[src/rtl/proto245_cmd_pkg.sv]
// proto245_cmd_pkg: shared state encoding and protocol byte constants
// for the FT245 command bridge. Optional macro: PROTO245_CMD_BRIDGE_WRACK_EN.
package proto245_cmd_pkg;

    localparam logic [7:0] CMD_WR    = 8'hA5;
    localparam logic [7:0] CMD_RD    = 8'h5A;
    localparam logic [7:0] RSP_WRACK = 8'hAC;
    localparam logic [7:0] RSP_WRERR = 8'hEE;

    typedef enum logic [2:0] {
        CMD_S,
        ADDR_S,
        DATA_S,
        BUS_S,
        RESP_S
`ifdef PROTO245_CMD_BRIDGE_WRACK_EN
        ,
        ACK_S
`endif
    } state_t;

endpackage

[src/rtl/proto245_byte_fetch.sv]
// proto245_byte_fetch: one-outstanding RX FIFO read handshake.
// Ports: clk/rst, req (consumer wants bytes), rxfifo_* FIFO side,
// byte_o/byte_vld one-cycle byte strobe to the consumer.
module proto245_byte_fetch (
    input  logic       clk,
    input  logic       rst,
    input  logic       req,
    input  logic       rxfifo_empty,
    input  logic       rxfifo_valid,
    input  logic [7:0] rxfifo_data,
    output logic       rxfifo_rd,
    output logic [7:0] byte_o,
    output logic       byte_vld
);

    logic pend_q;
    logic run_q;

    // run_q keeps the strobe low while reset is (or just was) asserted
    assign rxfifo_rd = req & run_q & ~rxfifo_empty & ~pend_q;
    // a valid with no read outstanding is dropped here
    assign byte_vld  = rxfifo_valid & pend_q;
    assign byte_o    = rxfifo_data;

    always_ff @(posedge clk or posedge rst) begin
        if (rst) begin
            pend_q <= 1'b0;
            run_q  <= 1'b0;
        end else begin
            run_q <= 1'b1;
            if (rxfifo_rd)
                pend_q <= 1'b1;
            else if (byte_vld)
                pend_q <= 1'b0;
        end
    end

endmodule

[src/rtl/proto245_cmd_bridge.sv]
// proto245_cmd_bridge: decodes host byte frames into mm bus reads/writes
// and returns read data byte-serially. Optional macro: PROTO245_CMD_BRIDGE_WRACK_EN.
// Ports: clk/rst; rxfifo_* RX read side; txfifo_* TX write side;
// mm_* single-word bus master; timeout_err pulse on abandoned access.
module proto245_cmd_bridge
    import proto245_cmd_pkg::*;
#(
    parameter int ADDR_BYTES    = 2,
    parameter int DATA_BYTES    = 4,
    parameter int TIMEOUT_TICKS = 256
) (
    input  logic                    clk,
    input  logic                    rst,
    output logic                    rxfifo_rd,
    input  logic [7:0]              rxfifo_data,
    input  logic                    rxfifo_valid,
    input  logic                    rxfifo_empty,
    output logic [7:0]              txfifo_data,
    output logic                    txfifo_wr,
    input  logic                    txfifo_full,
    output logic [8*ADDR_BYTES-1:0] mm_addr,
    output logic [8*DATA_BYTES-1:0] mm_wdata,
    output logic                    mm_wr,
    output logic                    mm_rd,
    input  logic [8*DATA_BYTES-1:0] mm_rdata,
    input  logic                    mm_ack,
    output logic                    timeout_err
);

    localparam int DW    = 8 * DATA_BYTES;
    localparam int CW    = 3;
    localparam int TW    = $clog2(TIMEOUT_TICKS + 1);
    localparam int CMAXI = (ADDR_BYTES > DATA_BYTES) ? ADDR_BYTES : DATA_BYTES;
    localparam logic [CW-1:0] CNT_MAX   = CW'(CMAXI);
    localparam logic [CW-1:0] ADDR_LAST = CW'(ADDR_BYTES - 1);
    localparam logic [CW-1:0] DATA_LAST = CW'(DATA_BYTES - 1);
    localparam logic [TW-1:0] TMO_LAST  = TW'(TIMEOUT_TICKS - 1);

    state_t          state;
    state_t          state_nxt;
    logic [CW-1:0]   cnt;
    logic            cnt_adv;
    logic            is_wr;
    logic [DW-1:0]   resp;
    logic [DW-1:0]   resp_sh;
    logic [TW-1:0]   tmo_cnt;
    logic            tmo_hit;
    logic            fetch_req;
    logic [7:0]      rx_byte;
    logic            bv;

    proto245_byte_fetch u_fetch (
        .clk          (clk),
        .rst          (rst),
        .req          (fetch_req),
        .rxfifo_empty (rxfifo_empty),
        .rxfifo_valid (rxfifo_valid),
        .rxfifo_data  (rxfifo_data),
        .rxfifo_rd    (rxfifo_rd),
        .byte_o       (rx_byte),
        .byte_vld     (bv)
    );

    assign resp_sh = resp >> {cnt, 3'b000};

    always_ff @(posedge clk or posedge rst) begin
        if (rst)
            state <= CMD_S;
        else
            state <= state_nxt;
    end

    always_comb begin
        state_nxt   = state;
        fetch_req   = 1'b0;
        cnt_adv     = 1'b0;
        txfifo_wr   = 1'b0;
        txfifo_data = 8'h00;
        tmo_hit     = 1'b0;
        unique case (state)
            CMD_S: begin
                fetch_req = 1'b1;
                if (bv && (rx_byte == CMD_WR || rx_byte == CMD_RD))
                    state_nxt = ADDR_S;
            end
            ADDR_S: begin
                fetch_req = 1'b1;
                cnt_adv   = bv;
                if (bv && cnt == ADDR_LAST)
                    state_nxt = is_wr ? DATA_S : BUS_S;
            end
            DATA_S: begin
                fetch_req = 1'b1;
                cnt_adv   = bv;
                if (bv && cnt == DATA_LAST)
                    state_nxt = BUS_S;
            end
            BUS_S: begin
                // ack on the final tick wins over the timeout
                tmo_hit = !mm_ack && tmo_cnt == TMO_LAST;
                if (mm_ack || tmo_hit) begin
                    if (!is_wr)
                        state_nxt = RESP_S;
                    else
`ifdef PROTO245_CMD_BRIDGE_WRACK_EN
                        state_nxt = ACK_S;
`else
                        state_nxt = CMD_S;
`endif
                end
            end
            RESP_S: begin
                txfifo_wr   = !txfifo_full;
                txfifo_data = resp_sh[7:0];
                cnt_adv     = !txfifo_full;
                if (!txfifo_full && cnt == DATA_LAST)
                    state_nxt = CMD_S;
            end
`ifdef PROTO245_CMD_BRIDGE_WRACK_EN
            ACK_S: begin
                txfifo_wr   = !txfifo_full;
                txfifo_data = resp[7:0];
                if (!txfifo_full)
                    state_nxt = CMD_S;
            end
`endif
            default: state_nxt = CMD_S;
        endcase
    end

    always_ff @(posedge clk or posedge rst) begin
        if (rst) begin
            cnt         <= '0;
            is_wr       <= 1'b0;
            mm_addr     <= '0;
            mm_wdata    <= '0;
            mm_wr       <= 1'b0;
            mm_rd       <= 1'b0;
            resp        <= '0;
            tmo_cnt     <= '0;
            timeout_err <= 1'b0;
        end else begin
            timeout_err <= tmo_hit;

            if (state_nxt != state)
                cnt <= '0;
            else if (cnt_adv && cnt != CNT_MAX)
                cnt <= cnt + 1'b1;

            if (state == CMD_S && bv)
                is_wr <= (rx_byte == CMD_WR);

            if (state == ADDR_S && bv)
                for (int i = 0; i < ADDR_BYTES; i++)
                    if (cnt == CW'(i))
                        mm_addr[8*i +: 8] <= rx_byte;

            if (state == DATA_S && bv)
                for (int i = 0; i < DATA_BYTES; i++)
                    if (cnt == CW'(i))
                        mm_wdata[8*i +: 8] <= rx_byte;

            // request rises the cycle after the final frame byte
            if (state != BUS_S && state_nxt == BUS_S) begin
                mm_wr <= is_wr;
                mm_rd <= !is_wr;
            end

            if (state == BUS_S) begin
                tmo_cnt <= tmo_cnt + 1'b1;
                if (mm_ack || tmo_hit) begin
                    mm_wr <= 1'b0;
                    mm_rd <= 1'b0;
                    if (!is_wr)
                        resp <= mm_ack ? mm_rdata : '1;
`ifdef PROTO245_CMD_BRIDGE_WRACK_EN
                    else
                        resp <= DW'(mm_ack ? RSP_WRACK : RSP_WRERR);
`endif
                end
            end else begin
                tmo_cnt <= '0;
            end
        end
    end

endmodule

[config.mk]
export PLATFORM = sky130hd
export DESIGN_NAME = proto245_cmd_bridge
export DESIGN_NICKNAME = d
export VERILOG_FILES = /design/src/rtl/proto245_cmd_pkg.sv /design/src/rtl/proto245_byte_fetch.sv /design/src/rtl/proto245_cmd_bridge.sv
export SDC_FILE = /design/constraint.sdc
export NUM_CORES = 1
export LEC_CHECK = 0
export CORE_AREA = 10 10 108 110
export DETAILED_ROUTE_END_ITERATION = 12
export DIE_AREA = 0 0 118 120
export PLACE_DENSITY_LB_ADDON = 0.08
export SLEW_MARGIN = 30
export SYNTH_ARGS = -nofsm -noshare
export SYNTH_HDL_FRONTEND = slang
export SYNTH_HIERARCHICAL = 1
export SYNTH_SLANG_ARGS = --single-unit
[constraint.sdc]
create_clock -name clk -period 4.75 [get_ports clk]
set_input_delay 1.1875 -clock clk [delete_from_list [all_inputs] [get_ports clk]]
set_output_delay 1.1875 -clock clk [all_outputs]
set_load 0.1 [all_outputs]
Word level (Yosys, flattened, before mapping)
Cells that the tools add are included.
{"block": "word_totals", "output_inout_bits": 61, "wordCells": 94, "input_bits": 46, "reg_bits": 101}
{"block": "op_classes", "muxes": 25, "n_eq_ne": 14, "n_bitwise": 7, "reduce_logical": 29, "add_sub_neg": 2, "n_shift": 1}
{"cell": "$mux W32", "n": 1}
{"cell": "$shr A32 B6 Y8", "n": 1}
{"cell": "$mux W3", "n": 8}
{"cell": "$eq A3 B2 Y1 const B", "n": 5}
{"cell": "$pmux W3 S5", "n": 1}
{"cell": "$mux W1", "n": 12}
{"cell": "$reduce_and A2 Y1", "n": 6}
{"cell": "$logic_and A1 B1 Y1", "n": 10}
{"cell": "$add A9 B1 Y9 const B", "n": 1}
{"cell": "$eq A9 B8 Y1 const B", "n": 1}
{"cell": "$mux W9", "n": 1}
{"cell": "$eq A8 B7 Y1 const B", "n": 1}
{"cell": "$eq A8 B8 Y1 const B", "n": 1}
{"cell": "$mux W8", "n": 1}
{"cell": "$eq A3 B1 Y1 const B", "n": 2}
{"cell": "$logic_not A3 Y1", "n": 2}
{"cell": "$and A1 B1 Y1", "n": 4}
{"cell": "$reduce_bool A2 Y1", "n": 2}
{"cell": "$add A3 B1 Y3 const B", "n": 1}
{"cell": "$eq A3 B3 Y1 const B", "n": 1}
{"cell": "$logic_not A1 Y1", "n": 3}
{"cell": "$logic_or A1 B1 Y1", "n": 3}
{"cell": "$ne A3 B2 Y1 const B", "n": 1}
{"cell": "$ne A3 B3 Y1", "n": 1}
{"cell": "other kinds (6)", "n": 8}

Depth between registers and ports, before layout
{"block": "depth", "ltp_word": 10, "mapped_depth": 10, "mapped_depth_nobuf": 9}

By module
Netlist, hierarchy kept.
{"module": "proto245_cmd_bridge", "instances": 1, "cells_each": 384, "area_each_um2": 4624.4, "seq_area_each_um2": 2477.4}
{"module": "proto245_byte_fetch", "instances": 1, "cells_each": 17, "area_each_um2": 147.6, "seq_area_each_um2": 50.0}

Least setup slack after synthesis
Ideal clock, no wire load.
{"block": "synth_timing", "path_kind": "in2out", "start": "input rxfifo_empty", "end": "output rxfifo_rd", "path_buffers": 0, "cell_stages": 1, "slack_ns": 0.312, "t_required_ns": 3.563, "arrival_time_ns": 3.251, "path_cell_list": "nor3_1"}
{"block": "synth_between", "elab_chain_cells": 3}
{"item": "start: declaration", "line_no": "proto245_cmd_bridge.sv:17", "text": "input logic rxfifo_empty,"}
{"item": "$not A1 Y1", "line_no": "proto245_byte_fetch.sv:20", "text": "assign rxfifo_rd = req & run_q & ~rxfifo_empty & ~pend_q;"}
{"item": "$and A1 B1 Y1 (2 in a row)", "line_no": "proto245_byte_fetch.sv:20"}
{"item": "end: declaration", "line_no": "proto245_cmd_bridge.sv:14", "text": "output logic rxfifo_rd,"}
No other way between the ends.

Worst setup path after layout
{"block": "layout_timing", "start": "input txfifo_full", "end": "output txfifo_wr"}
{"block": "layout_between", "elab_chain_cells": 2}
{"item": "start: declaration", "line_no": "proto245_cmd_bridge.sv:20", "text": "input logic txfifo_full,"}
{"item": "$logic_not A1 Y1", "line_no": "proto245_cmd_bridge.sv:113", "text": "txfifo_wr = !txfifo_full;"}
{"item": "$mux W1", "line_no": "proto245_cmd_bridge.sv:80", "text": "unique case (state)"}
{"item": "end: declaration", "line_no": "proto245_cmd_bridge.sv:19", "text": "output logic txfifo_wr,"}
No other way between the ends.

==> metrics.yaml <==
synth_top_area_frac: 0.530
die_area_um2: 14200
synth_area_leaders: "dfrtp_1, mux2_2, nor2b_1, mux4_2, nand2_1"
cap_violations: 0
cts_tree: "done"
ys_ff_latch: 101
fin_tns_setup_ns: 0
crit_chain: "clkdlybuf4s50_1 > nor4b_2 > buf_4"
grt_pass1_wl_mm: 17.1
min_period_over_period: 0.720
portBuffers: 106
cp.arrival_ns: 2.23
track_usage: 0.147
post-cts-setup-buffers: 0
dr.pass1.iters: 4
clk_latency_ns: 0.37
core_um2: 9550
required_ns: 3.56
hold_class: "register to register"
cpMaxStageDelayCell: "clkdlybuf4s50_1"
crit_type: "primary input to output pin"
p_int_mw: 1.49
vdd_ir_drop_max_v: 0.000217
clock_skew_ns: 0.0140
grt_overflow: 0
slowest_delay_ns: 0.44
vias: 3188
p_switching_mw: 1.16
hold_violations: 0
power.leakage_nw: 2.75
cts_sinks: 101
tightest_slew_ns: 0.996
h-tree-depth: 3
rows: 36
finalPower_mw: 2.65
die_w_um: 118
dp_hpwl_mm: 7.47
grt_max_degree: 66
fillCellCount: 804
fmax_mhz: 292
syn_area_um2: 4770
ys.flop_type: "dfrtp_1"
synth_common_cells: "dfrtp_1, nand2_1, mux2_2"
start_util: 0.500
power.share.switching: 0.437
yosysMostFrequentCell: "dfrtp_1"
drive_above_1_share: 0.233
synth.yosys.warnings: 6
seq_power_share: 0.399
cts_buffer_depth: 2
syn-num-nets: 454
cts_resized: 0
synthDistinctLibCells: 48
gp_congestion: 0.826
worstSetupEndpointType: "output pin"
yosys.area.top_type: "dfrtp_1"
rsz0062_at_grt: "false"
synth_edf_count: 0
clkTransAtPathRegs_ns: 0.09
comb_power_share: 0.406
cts_buffers: 9
syn_avg_cell_area_um2: 11.9
status: "complete, no violations"
first_iter_violations: 129
grt_pass1_vias: 3320
cts-hold-fix-buffers: 0
yosysSeqAreaShare: 0.530
netlist_instances: 401
wl_per_cell_um: 15.9
period_needed_ns: 3.42
worst-path-max-fanout: 2
pin_count: 107
drc: 0
power_frac_clock: 0.195
start_kind: "primary input"
vias_per_cell: 5.02
antenna_found_initial: 0
route.antenna.remaining_nets: 0
syn_to_final_growth_pct: 25.8
root_buffer: "clkbuf_8"
nets: 550
die_y_um: 120
report.final.slew_viol_count: 0
setup_viol_count_final: 0
antenna_cells: 0
async_flop_share: 1.00
slew-limit-headroom: 0.334
drt-total-wl_mm: 10.1
power_density_nw_per_um2: 442
## cell type report
type	count	area, µm²	share of cell area
flip-flops and latches	101	2530	0.421
multi-input cells	264	2020	0.336
repair buffers	110	1070	0.178
well taps	133	166	0.0277
clock buffers	10	138	0.0229
inverters	11	45.0	0.00750
clock inverters	6	43.8	0.00729
## state kept, by name, summed over array words and instances (netlist names)
register and flops:
cnt 3, is_wr 1, mm_addr 16, mm_rd 1, mm_wdata 32, mm_wr 1
resp 32, state 3, timeout_err 1, tmo_cnt 9, u_fetch/pend_q 1, u_fetch/run_q 1
## cell usage in the layout, fill, tap and decap left out, types with 2 or more instances in the layout
| cell type | netlist | routed |
|---|---|---|
| inv_1 | 10 | 9 |
| buf_4 | 10 | 14 |
| mux2_1 | 2 | 2 |
| dfrtp_1 | 101 | 101 |
| nor3b_1 | 2 | 2 |
| a21oi_1 | 4 | 4 |
| mux2i_1 | 3 | 3 |
| nand3_1 | 5 | 5 |
| clkdlybuf4s50_1 | 0 | 96 |
| o21ai_0 | 7 | 7 |
| clkinv_2 | 1 | 3 |
| o21ai_2 | 17 | 17 |
| nand2b_1 | 3 | 3 |
| nor2b_1 | 42 | 42 |
| nor4bb_1 | 4 | 4 |
| nand2_1 | 47 | 47 |
| xor2_1 | 3 | 3 |
| clkbuf_8 | 0 | 10 |
| xnor2_1 | 4 | 4 |
| ha_1 | 7 | 7 |
| mux4_2 | 8 | 8 |
| inv_6 | 0 | 3 |
| and3_1 | 2 | 2 |
| nor2_1 | 11 | 11 |
| o21ai_1 | 15 | 15 |
| nor3_1 | 6 | 6 |
| mux2_2 | 46 | 46 |
| nand2_2 | 5 | 5 |
## worst max-delay path, delay by kind of cell
kind / cells / cell delay [ns]
buffers and inverters: 2 / 0.78
AND/OR/NAND/NOR: 1 / 0.26
## kinds of logic (layout without fill, tap and decap cells)
family                     after synthesis  in the layout  synth area share
and+or+nand+nor                        139            139             0.160
other                                    1              1          0.000786
buffers and inverters                   36            137            0.0480
muxes                                   59             59             0.157
adders and majority gates                7              7            0.0184
xor gates and xnor gates                 7              7            0.0128
DFF                                    101            101             0.530
AOI/OAI and AO/OA                       51             51            0.0729
## stage by stage
step / cell area [µm²] / util / std cells / hold WS, ns / worst slack (ns)
after floorplan: 4770 / - / 401 / 0.446 / 0.312
after global placement: 5820 / 0.610 / 619 / 0.456 / 1.34
after detailed placement: 5820 / 0.610 / 619 / 0.464 / 1.32
after CTS: 6000 / 0.629 / 635 / 0.488 / 1.29
after global routing: 6000 / 0.629 / 635 / 0.509 / 1.19
final: 6000 / 0.629 / 635 / 0.484 / 1.33
## layer usage
metal,vias up,GRT usage,share of wire
met5,-,0,0
met4,0,0.0479,0.015
li1,1560,-,-
met2,86,0.234,0.47
met3,11,0.0445,0.061
met1,1531,0.187,0.46
## power by group through the flow
stage               Combinational [mW]  Clock (mW)  Sequential, mW
floorplan                        0.358           0            1.55
global placement                  1.08           0            1.07
detailed placement                1.09           0            1.08
CTS                               1.09       0.529            1.06
global route                      1.13       0.564            1.08
finish                            1.08       0.516            1.06
## worst paths after layout
path	from	to	slack [ns]	depth (start not counted)
min reg2reg	resp[13]$_DFFE_PP0P_	resp[13]$_DFFE_PP0P_	0.48	2
min	resp[13]$_DFFE_PP0P_	resp[13]$_DFFE_PP0P_	0.48	2
max reg2reg	tmo_cnt[0]$_DFF_PP0_	resp[8]$_DFFE_PP0P_	2.19	9
max in group asynchronous	rst	cnt[0]$_DFFE_PP0P_	2.61	3
min in group asynchronous	rst	u_fetch/run_q$_DFF_PP0_	1.05	2
max	txfifo_full	txfifo_wr	1.33	3
Note: power is estimated with default switching activity, not from simulation.
